File: config.mk
export PLATFORM = sky130hd
export DESIGN_NAME = tlb_refill_ctrl
export DESIGN_NICKNAME = d
export VERILOG_FILES = /design/src/rtl/tlb_pkg.sv /design/src/rtl/tlb_entry_array.sv /design/src/rtl/tlb_refill_ctrl.sv
export SDC_FILE = /design/constraint.sdc
export NUM_CORES = 1
export LEC_CHECK = 0
export BUFFER_PORTS_ARGS = -buffer_cell sky130_fd_sc_hd__buf_2
export CAP_MARGIN = 20
export CORE_UTILIZATION = 30
export CTS_CLUSTER_DIAMETER = 150
export DETAILED_ROUTE_END_ITERATION = 10
export GPL_TIMING_DRIVEN = 1
export PLACE_DENSITY_LB_ADDON = 0.12
export RECOVER_POWER = 50
export SETUP_SLACK_MARGIN = 0.4
export SLEW_MARGIN = 20
export SYNTH_ARGS = -nofsm -noshare
export SYNTH_HDL_FRONTEND = slang
export SYNTH_HIERARCHICAL = 1
export SYNTH_SLANG_ARGS = --single-unit
File: constraint.sdc
create_clock -name Clock -period 6.9 [get_ports Clock]
set_clock_uncertainty 0.05 [all_clocks]
set_input_delay 1.38 -clock Clock [delete_from_list [all_inputs] [get_ports Clock]]
set_output_delay 1.38 -clock Clock [all_outputs]
set_load 0.05 [all_outputs]
File: src/rtl/tlb_pkg.sv
// tlb_pkg: shared definitions for the TLB refill controller.
//   tlb_state_e - controller FSM encoding
//   VA_W_DEF    - default virtual address width
//   PA_W_DEF    - default translated word width
package tlb_pkg;

  localparam int VA_W_DEF = 6;
  localparam int PA_W_DEF = 16;

  typedef enum logic [2:0] {
    S_IDLE,
    S_LOOKUP,
    S_WALK,
    S_FILL,
    S_RESP
  } tlb_state_e;

endpackage

File: src/rtl/tlb_entry_array.sv
// tlb_entry_array: tag/data/valid storage with parallel match and victim select.
//   clk, rst        - clock, async active-high reset
//   flush           - clear all valid bits (wins over a same-cycle fill)
//   lookup_tag      - address compared against every valid tag
//   hit, hit_data   - match result and data of the matching entry
//   fill_en         - write fill_tag/fill_data into the victim entry
//   fill_tag/data   - translation being installed
module tlb_entry_array
  import tlb_pkg::*;
#(
  parameter int ENTRIES = 4,
  parameter int TAG_W   = VA_W_DEF,
  parameter int DATA_W  = PA_W_DEF
) (
  input  logic              clk,
  input  logic              rst,
  input  logic              flush,
  input  logic [TAG_W-1:0]  lookup_tag,
  output logic              hit,
  output logic [DATA_W-1:0] hit_data,
  input  logic              fill_en,
  input  logic [TAG_W-1:0]  fill_tag,
  input  logic [DATA_W-1:0] fill_data
);

  localparam int IDX_W = $clog2(ENTRIES);

  logic [ENTRIES-1:0]             valid;
  logic [ENTRIES-1:0][TAG_W-1:0]  tags;
  logic [ENTRIES-1:0][DATA_W-1:0] data;
  logic [ENTRIES-1:0]             match;
  logic [IDX_W-1:0]               rr_ptr;
  logic [IDX_W-1:0]               victim;
  logic                           all_valid;

  for (genvar i = 0; i < ENTRIES; i++) begin : g_match
    assign match[i] = valid[i] && (tags[i] == lookup_tag);
  end

  // Tags are unique, so at most one match bit is set and OR-ing is a mux.
  always_comb begin
    hit      = |match;
    hit_data = '0;
    for (int i = 0; i < ENTRIES; i++)
      if (match[i]) hit_data = hit_data | data[i];
  end

  // Descending scan leaves the lowest-index invalid entry selected.
  assign all_valid = &valid;
  always_comb begin
    victim = rr_ptr;
    for (int i = ENTRIES - 1; i >= 0; i--)
      if (!valid[i]) victim = IDX_W'(i);
  end

  always_ff @(posedge clk or posedge rst) begin
    if (rst) begin
      valid  <= '0;
      rr_ptr <= '0;
    end else begin
      if (flush)        valid         <= '0;
      else if (fill_en) valid[victim] <= 1'b1;
      // Pointer only moves when a live entry is evicted; flush leaves it alone.
      if (fill_en && all_valid) rr_ptr <= rr_ptr + 1'b1;
    end
  end

  always_ff @(posedge clk) begin
    if (fill_en) begin
      tags[victim] <= fill_tag;
      data[victim] <= fill_data;
    end
  end

endmodule

File: src/rtl/tlb_refill_ctrl.sv
// tlb_refill_ctrl: single-requester TLB with page-table-walk refill.
//   Clock, Reset                         - clock, async active-high reset
//   req_valid/req_vaddr/req_ready        - lookup request handshake
//   resp_valid/resp_ready/resp_data/resp_fault - held response handshake
//   walk_req/walk_addr                   - level-held walk request
//   walk_ack/walk_fault/walk_data        - walk completion
//   flush                                - invalidate all entries
//   hit_cnt/miss_cnt                     - saturating lookup statistics, present
//                                          only with TLB_REFILL_STATS_EN defined
module tlb_refill_ctrl
  import tlb_pkg::*;
#(
  parameter int ENTRIES = 4,
  parameter int VA_W    = VA_W_DEF,
  parameter int PA_W    = PA_W_DEF
) (
  input  logic            Clock,
  input  logic            Reset,
  input  logic            req_valid,
  input  logic [VA_W-1:0] req_vaddr,
  output logic            req_ready,
  output logic            resp_valid,
  input  logic            resp_ready,
  output logic [PA_W-1:0] resp_data,
  output logic            resp_fault,
  output logic            walk_req,
  output logic [VA_W-1:0] walk_addr,
  input  logic            walk_ack,
  input  logic            walk_fault,
  input  logic [PA_W-1:0] walk_data,
`ifdef TLB_REFILL_STATS_EN
  output logic [15:0]     hit_cnt,
  output logic [15:0]     miss_cnt,
`endif
  input  logic            flush
);

  tlb_state_e      state, state_nxt;
  logic [VA_W-1:0] addr_q;
  logic            hit;
  logic [PA_W-1:0] hit_data;

  tlb_entry_array #(
    .ENTRIES (ENTRIES),
    .TAG_W   (VA_W),
    .DATA_W  (PA_W)
  ) u_array (
    .clk        (Clock),
    .rst        (Reset),
    .flush      (flush),
    .lookup_tag (addr_q),
    .hit        (hit),
    .hit_data   (hit_data),
    .fill_en    (state == S_FILL),
    .fill_tag   (addr_q),
    .fill_data  (resp_data)
  );

  always_ff @(posedge Clock or posedge Reset) begin
    if (Reset) state <= S_IDLE;
    else       state <= state_nxt;
  end

  always_comb begin
    state_nxt = state;
    case (state)
      S_IDLE:   if (req_valid) state_nxt = S_LOOKUP;
      S_LOOKUP: state_nxt = hit ? S_RESP : S_WALK;
      S_WALK: begin
        if (walk_fault)    state_nxt = S_RESP;
        else if (walk_ack) state_nxt = S_FILL;
      end
      S_FILL:   state_nxt = S_RESP;
      S_RESP:   if (resp_ready) state_nxt = S_IDLE;
      default:  state_nxt = S_IDLE;
    endcase
  end

  assign req_ready  = (state == S_IDLE);
  assign resp_valid = (state == S_RESP);
  assign walk_req   = (state == S_WALK);
  assign walk_addr  = walk_req ? addr_q : '0;

  // resp_data doubles as the walked-data holding register through FILL.
  always_ff @(posedge Clock or posedge Reset) begin
    if (Reset) begin
      addr_q     <= '0;
      resp_data  <= '0;
      resp_fault <= 1'b0;
    end else begin
      case (state)
        S_IDLE: if (req_valid) addr_q <= req_vaddr;
        S_LOOKUP: if (hit) begin
          resp_data  <= hit_data;
          resp_fault <= 1'b0;
        end
        S_WALK: begin
          if (walk_fault) begin
            resp_data  <= '0;
            resp_fault <= 1'b1;
          end else if (walk_ack) begin
            resp_data  <= walk_data;
            resp_fault <= 1'b0;
          end
        end
        default: ;
      endcase
    end
  end

`ifdef TLB_REFILL_STATS_EN
  always_ff @(posedge Clock or posedge Reset) begin
    if (Reset) begin
      hit_cnt  <= '0;
      miss_cnt <= '0;
    end else if (state == S_LOOKUP) begin
      if (hit && hit_cnt != 16'hFFFF)   hit_cnt  <= hit_cnt + 16'd1;
      if (!hit && miss_cnt != 16'hFFFF) miss_cnt <= miss_cnt + 16'd1;
    end
  end
`endif

endmodule

## Yosys cells after proc, flatten, opt, wreduce, memory -nomap -nowiden

Cells that the tools add are included.

- Add/subtract/negate cells: 1
- $lt $le $gt $ge: 2
- Eq/ne operators: 12
- Mux-type cells: 33
- Bitwise operators: 4
- Reduce and logical (&&, ||, !) cells: 14

Operators with widths:

| cell | count |
|---|---|
| 2-to-1 mux 16 bit | 8 |
| bitwise mux 64 bit | 1 |
| OR 16 bit | 3 |
| demux 16 bit (select 2 bit) | 1 |
| one-hot mux 16 bit (2 select lines) | 1 |
| bitwise mux 24 bit | 1 |
| == test 6 bit | 4 |
| 2-to-1 mux 3 bit | 5 |
| one-hot mux 3 bit (5 select lines) | 1 |
| demux 6 bit (select 2 bit) | 1 |
| 2-to-1 mux 6 bit | 2 |
| 2-to-1 mux 2 bit | 4 |
| 2-to-1 mux 4 bit | 2 |
| == test 3 x 2 -> 1 bit, second input constant | 2 |
| logical AND 1 bit | 6 |
| AND reduction 3 bit | 2 |
| 2-to-1 mux 1 bit | 4 |
| != test 2 bit, second input constant | 2 |
| OR 4 bit | 1 |
| AND reduction 4 bit | 1 |
| nonzero test 2 bit | 2 |
| OR reduction 4 bit | 1 |
| == test 3 x 1 -> 1 bit, second input constant | 1 |
| == test 3 bit, second input constant | 1 |
| 9 further kinds | 9 |

- Flip-flop bits (word level): 120
- Input port bits: 29
- Output and inout port bits: 26
- Word-level logic and storage cells: 80

## Depth between registers and ports, before layout

Gate-level depths: netlist (run 1).

- Depth in word-level cells: 11
- Mapped depth: 9
- Gate-level depth less buffers: 7

## By module

Netlist (run 1), hierarchy kept.

Modules (own cells, without submodules):

| module | times used | cells each | area each (sq um) |
|---|---|---|---|
| tlb_entry_array | 1 | 312 | 4037.6 |
| tlb_refill_ctrl | 1 | 137 | 1355.0 |

## Worst setup path after synthesis (run 1)

Ideal clock, no wire load.

- Kind: register to output
- Start point: reg state[2]
- End point: out walk_addr[0]
- Arrival time: 2.033 ns
- Data required time: 5.470 ns
- Slack: 3.437 ns
- Stages on the path, launching flop included: 7
- Cell sequence: dfrtp_1 > buf_6 > or3b_1 > buf_6 > buf_2 > inv_1 > and2_1

- Word-level cells in the longest chain between the ends: 2

RTL lines:

| item | line | RTL |
|---|---|---|
| start: declaration | tlb_refill_ctrl.sv:38 | `tlb_state_e state, state_nxt;` |
| start signal: assignment | tlb_refill_ctrl.sv:61 | `else state <= state_nxt;` |
| == test 3 x 2 -> 1 bit | tlb_refill_ctrl.sv:81 | `assign walk_req = (state == S_WALK);` |
| named net walk_req | tlb_refill_ctrl.sv:26 | `output logic walk_req,` |
| 2-to-1 mux 6 bit | tlb_refill_ctrl.sv:82 | `assign walk_addr = walk_req ? addr_q : '0;` |
| end: declaration | tlb_refill_ctrl.sv:27 | `output logic [VA_W-1:0] walk_addr,` |

The timed path passes the listed nets, and every way through them passes these cells.

## Worst setup path after layout (run 1)

- Start point: reg addr_q[5]
- End point: reg resp_data[0]

RTL lines:

| item | line | RTL |
|---|---|---|
| start: declaration | tlb_refill_ctrl.sv:39 | `logic [VA_W-1:0] addr_q;` |
| start signal: assignment | tlb_refill_ctrl.sv:92 | `S_IDLE: if (req_valid) addr_q <= req_vaddr;` |
| == test 6 bit | tlb_entry_array.sv:37 | `assign match[i] = valid[i] && (tags[i] == lookup_tag);` |
| logical AND 1 bit | tlb_entry_array.sv:37 |  |
| OR reduction 4 bit * | tlb_entry_array.sv:42 | `hit = \|match;` |
| named net hit | tlb_refill_ctrl.sv:40 | `logic hit;` |
| != test 2 bit (no line) * | -- |  |
| AND reduction 3 bit (no line) * | -- |  |
| end signal: assignment | tlb_refill_ctrl.sv:94 | `resp_data <= hit_data;` |
| end signal: assignment | tlb_refill_ctrl.sv:102 | `resp_data <= walk_data;` |
| end: declaration | tlb_refill_ctrl.sv:24 | `output logic [PA_W-1:0] resp_data,` |

The timed path passes the listed nets; every way through them passes the cells marked *. The select of a mux whose other input is x is not followed.
A chain may end at the register's enable or synchronous reset.

==> results of run 1 <==
## cells by family (layout without fill, tap and decap cells)
group | count (synthesis) | count (layout) | share of synthesized area, %
mux | 22 | 22 | 4.59
buf+inv | 38 | 113 | 4.32
simple gates | 206 | 206 | 18.8
compound gates | 37 | 37 | 4.18
xor+xnor | 26 | 26 | 4.22
flops | 120 | 120 | 63.9
## cells in the final DEF (no fill, tap or decap), types with 8 or more instances in the layout
cell type,n
mux2_2,22
dfrtp_1,32
bufinv_16,8
xor2_1,25
edfxtp_1,88
clkbuf_16,17
buf_4,14
buf_2,53
nand3_1,33
inv_1,10
nor2_1,37
nand2_1,69
nand4_1,43
o21ai_1,12
## cell type report
type                            count  area [µm²]
Timing Repair Buffer               69         378
Tap cell                          225         282
Inverter                           12        45.0
Multi-Input combinational cell    291        1750
Clock buffer                       18         439
Clock inverter                     14         275
Sequential cell                   120        3440
Fill cell                        1704       10800
## through the flow
step                      cells  hold WS, ns  worst slack [ns]
after detailed placement    716        0.468              3.29
after CTS                   748        0.480              3.28
after global placement      716        0.461              3.23
after floorplan             449        0.433              3.44
after global routing        749        0.517              3.25
final                       749        0.475              3.44
## path summary, 6_finish.rpt
kind / start / end / slack [ns] / cells after the start
setup / recovery: addr_q[5]$_DFFE_PP0P_ / resp_data[0]$_DFFE_PP0P_ / 3.44 / 7
hold / removal: u_array/rr_ptr[0]$_DFFE_PP0P_ / u_array/rr_ptr[0]$_DFFE_PP0P_ / 0.48 / 1
setup reg to reg: addr_q[5]$_DFFE_PP0P_ / resp_data[0]$_DFFE_PP0P_ / 3.44 / 7
hold reg to reg: u_array/rr_ptr[0]$_DFFE_PP0P_ / u_array/rr_ptr[0]$_DFFE_PP0P_ / 0.48 / 1
max in group asynchronous: Reset / resp_data[2]$_DFFE_PP0P_ / 4.43 / 3
min in group asynchronous: Reset / u_array/rr_ptr[1]$_DFFE_PP0P_ / 0.84 / 2
## where the power goes
group          internal, mW  total [mW]  leakage (nW)  switching, mW
logic                 0.199       0.741         0.937          0.542
registers             0.918        1.05          1.23          0.135
clock network         0.757        1.07         0.346          0.315
total                  1.87        2.87          2.52          0.993
## flip-flops by register name (all words and copies together), names as in the netlist
| name | cells |
|---|---|
| state | 3 |
| u_array/data | 64 |
| u_array/tags | 24 |
| u_array/rr_ptr | 2 |
| resp_data | 16 |
| resp_fault | 1 |
| addr_q | 6 |
| u_array/valid | 4 |
## per-layer routing
metal,global-route usage (%),share of wire [%],routed length (µm),up-vias
met2,25.5,46,6570,93
met4,7.47,1.4,206,0
met3,4.47,5.6,801,14
met5,0,0,0,-
li1,-,-,-,1759
met1,22.6,47,6650,1834
## worst max-delay path: stages (launching register included)
cell and delay (ns):
dfrtp_1 0.50, xor2_1 0.22, nor4_4 1.01, nand3_1 0.17, nand4_1 0.20, nand3b_1 0.15
a21oi_4 0.61, mux2_2 0.41
==> out/metrics.cfg, run 1 <==
[synthesis]
post-synth-top-count-cell = edfxtp_1
synth-seq-cells = 120
ys.warnings.count = 6
synth_top_area_share_pct = 49.0
synth-edff-count = 88
synth.largest_area_cell = edfxtp_1
yosys-top-cells-area = edfxtp_1, dfrtp_1, nand4_1
synth_flop_cell = edfxtp_1
syn-num-nets = 478
syn_avg_cell_area_um2 = 12.0
synth_common_cells = edfxtp_1, nand2_1, nand4_1
async_flop_share_pct = 26.7
syn_inst = 449
yosysSeqAreaShare_pct = 63.9
yosysUniqueCellTypes = 41
synth_area_um2 = 5390

[sta]
setup_viol = 0
rsz0062_at_grt = false
tightest_slew_ns = 1.45
finalCritPeriodShare_pct = 50.1
hold_viol = 0
min_period_ns = 3.46
setup_tns_ns = 0
slew_headroom_pct = 2.62
slew_violations = 0
max_freq_ghz = 0.289

[worst_hold_path]
hp-class = flop to flop

[global_routing]
globalRouteTotalUtil_pct = 16.9
antenna_found_initial = 0
grt.overflow.total = 0
grt_pass1_wl_mm = 22.7
grt_pass1_vias = 3851
grt_max_degree = 34

[clock_network]
cts_inserted_buffers = 17
clockBufferDepth = 2
cts_max_level = 4
clock-sinks = 120
cts_tree = done
clk_pin_slew_ns = 0.05
cts-root-buf = clkbuf_16
cts_hold_buf = 0
ctsResizeCount = 0
cts_setup_buffers = 0
clock_latency_ns = 0.41

[die]
io_pins = 55
die_y_um = 136
core_um2 = 17400
fp.dieW_um = 136
row_count = 48
die-area_um2 = 18500
start_util_pct = 31.0

[critical_path]
required_ns = 7.14
cp_max_fo = 17
crit_arrival_ns = 3.70
cp-start-kind = flop
critPathCaptureType = flop
critPathKind = flop to flop

[job]
maxCapViolations = 0

[detailed_routing]
wl_mm = 14.2
wl_per_cell_um = 19.0
drt_iter0_drc = 363
ant_nets = 0
dr.pass1.iters = 4
vias = 3700
viasPerCell = 4.94
drcViolationCount = 0

[pwr]
peakVddDrop_mv = 0.189
p_per_area_nw_per_um2 = 433
p_leak_nw = 2.52
power_mw = 2.87

[layout]
layout-drive-gt1-share_pct = 25.2
syn2layout_area_growth_pct = 22.6
final_area_um2 = 6610
final_util_pct = 38.0
num-nets-final = 540
antennaDiodeCount = 0

[placement]
gp_congestion = 0.733
port_buffers = 54
place_area_um2 = 5910
dp_hpwl_mm = 8.65

[run_status]
status = finished, final reports clean

(Power assumes the default switching activity.)
==> run 2, diff against run 1 <==
- clock period: 6.9 -> 3.6 ns (I/O delays scaled with it)
==> run 2 against run 1 <==
Routed wire length rose by 6.6%. Flip-flop and latch count did not move. Non-clock buffer count rose by 7. Core utilization fell by 0.87 points. Cell count rose by 0.93%. Critical endpoint is now walk_addr[4]. Highest routed layer unchanged. Combinational power rose by 100%. First-iteration DRC count rose by 3.6%. Clock-buffer cell count rose by 8. Sequential share of layout area rose by 1.2 points. Via count rose by 5.1%.
==> out/metrics.cfg, run 2 (synthesis gave the netlist of run 1 again) <==
[sta]
rsz0062_at_grt = false
slew_violations = 0
finalCritPeriodShare_pct = 77.7
fin_ws_ns = 0.802
tightest_slew_ns = 0.929
hold_viol = 0
min_period_ns = 2.80
slew_headroom_pct = 37.6
setup_viol = 0
max_freq_ghz = 0.357
hold_ws_ns = 0.181
setup_tns_ns = 0

[pwr]
p_per_area_nw_per_um2 = 773
peakVddDrop_mv = 0.386
power_mw = 4.99
p_leak_nw = 2.45

[die]
start_util_pct = 31.0
fp.dieW_um = 136
row_count = 48
core_um2 = 17400
die-area_um2 = 18500
die_y_um = 136
io_pins = 55

[layout]
final_cell_mix = edfxtp_1, nand2_1, buf_2
fillers = 1757
layout-drive-gt1-share_pct = 23.9
multi_input_area_um2 = 1730
stdcell_count = 756
syn2layout_area_growth_pct = 19.8
seqCellArea_um2 = 3440
largest_register = u_array/data
largest_registers = u_array/data (64), u_array/tags (24), resp_data (16)
final_util_pct = 37.1
final_area_um2 = 6460
antennaDiodeCount = 0
num-nets-final = 547
layout_commonest_cell = edfxtp_1
largest_reg_flops = 64

[placement]
place_inst = 724
port_buffers = 54
pre_cts_ws_ns = 0.948
dp_hpwl_mm = 9.21
gp_congestion = 0.732
place_area_um2 = 5970

[worst_hold_path]
hp-class = primary input to async pin

[global_routing]
grt_pass1_vias = 3827
grt_max_degree = 34
globalRouteTotalUtil_pct = 17.4
antenna_found_initial = 0
grt.overflow.total = 0
grt_pass1_wl_mm = 22.8

[critical_path]
required_ns = 2.83
cp_max_fo = 12
critPathCaptureType = primary output
critPathKind = flop to primary output
reg2reg_depth = 8
cp-start-kind = flop
crit_arrival_ns = 2.03

[clock_network]
ctsResizeCount = 0
clk_pin_slew_ns = 0.05
cts_setup_buffers = 0
clock-sinks = 120
cts_max_level = 4
cts_tree = done
clock_latency_ns = 0.41
cts-root-buf = clkbuf_16
clockBufferDepth = 2
cts_hold_buf = 0
cts_inserted_buffers = 17

[detailed_routing]
ant_nets = 0
wl_mm = 15.2
viasPerCell = 5.15
drt_iter0_drc = 376
wl_per_cell_um = 20.1
dr.pass1.iters = 7
drcViolationCount = 0
vias = 3890

[run_status]
status = finished, final reports clean

[job]
maxCapViolations = 0

run 2: path summary, 6_finish.rpt:
| kind | slack, ns | startpoint | endpoint |
|---|---|---|---|
| setup / recovery | 0.80 | state[1]$_DFFE_PP0P_ | walk_addr[4] |
| hold / removal | 0.18 | Reset | u_array/rr_ptr[0]$_DFFE_PP0P_ |
| setup reg to reg | 0.93 | addr_q[4]$_DFFE_PP0P_ | resp_data[10]$_DFFE_PP0P_ |
| hold reg to reg | 0.50 | resp_data[1]$_DFFE_PP0P_ | u_array/data[49]$_DFFE_PP_ |
| max in group asynchronous | 1.90 | Reset | addr_q[3]$_DFFE_PP0P_ |
| min in group Clock | 0.47 | flush | u_array/valid[2]$_DFFE_PP0P_ |
run 2: area by class of cell:
cell class | instances | area share (%)
Clock inverter | 6 | 0.426
Multi-Input combinational cell | 291 | 26.8
Tap cell | 225 | 4.36
Inverter | 12 | 0.697
Timing Repair Buffer | 76 | 6.99
Sequential cell | 120 | 53.3
Clock buffer | 26 | 7.42
run 2: critical path: stages (launching register included):
cell and delay, ns:
dfrtp_1 0.55, or3b_1 0.41, inv_1 0.19, and2_1 0.19
buf_2 0.27
run 2: per-layer routing:
| layer | wire length, µm | GRT usage [%] | vias up |
|---|---|---|---|
| met5 | 0 | 0 | - |
| met4 | 321 | 7.41 | 0 |
| met3 | 1040 | 4.96 | 29 |
| met2 | 6970 | 26.0 | 169 |
| met1 | 6830 | 23.5 | 1922 |
| li1 | - | - | 1770 |
run 2: report_power, final:
group | leakage [nW] | switching, mW | total, mW | internal (mW)
logic | 0.968 | 1.09 | 1.49 | 0.399
registers | 1.23 | 0.267 | 2.03 | 1.76
clock network | 0.251 | 0.568 | 1.47 | 0.905
total | 2.45 | 1.93 | 4.99 | 3.06
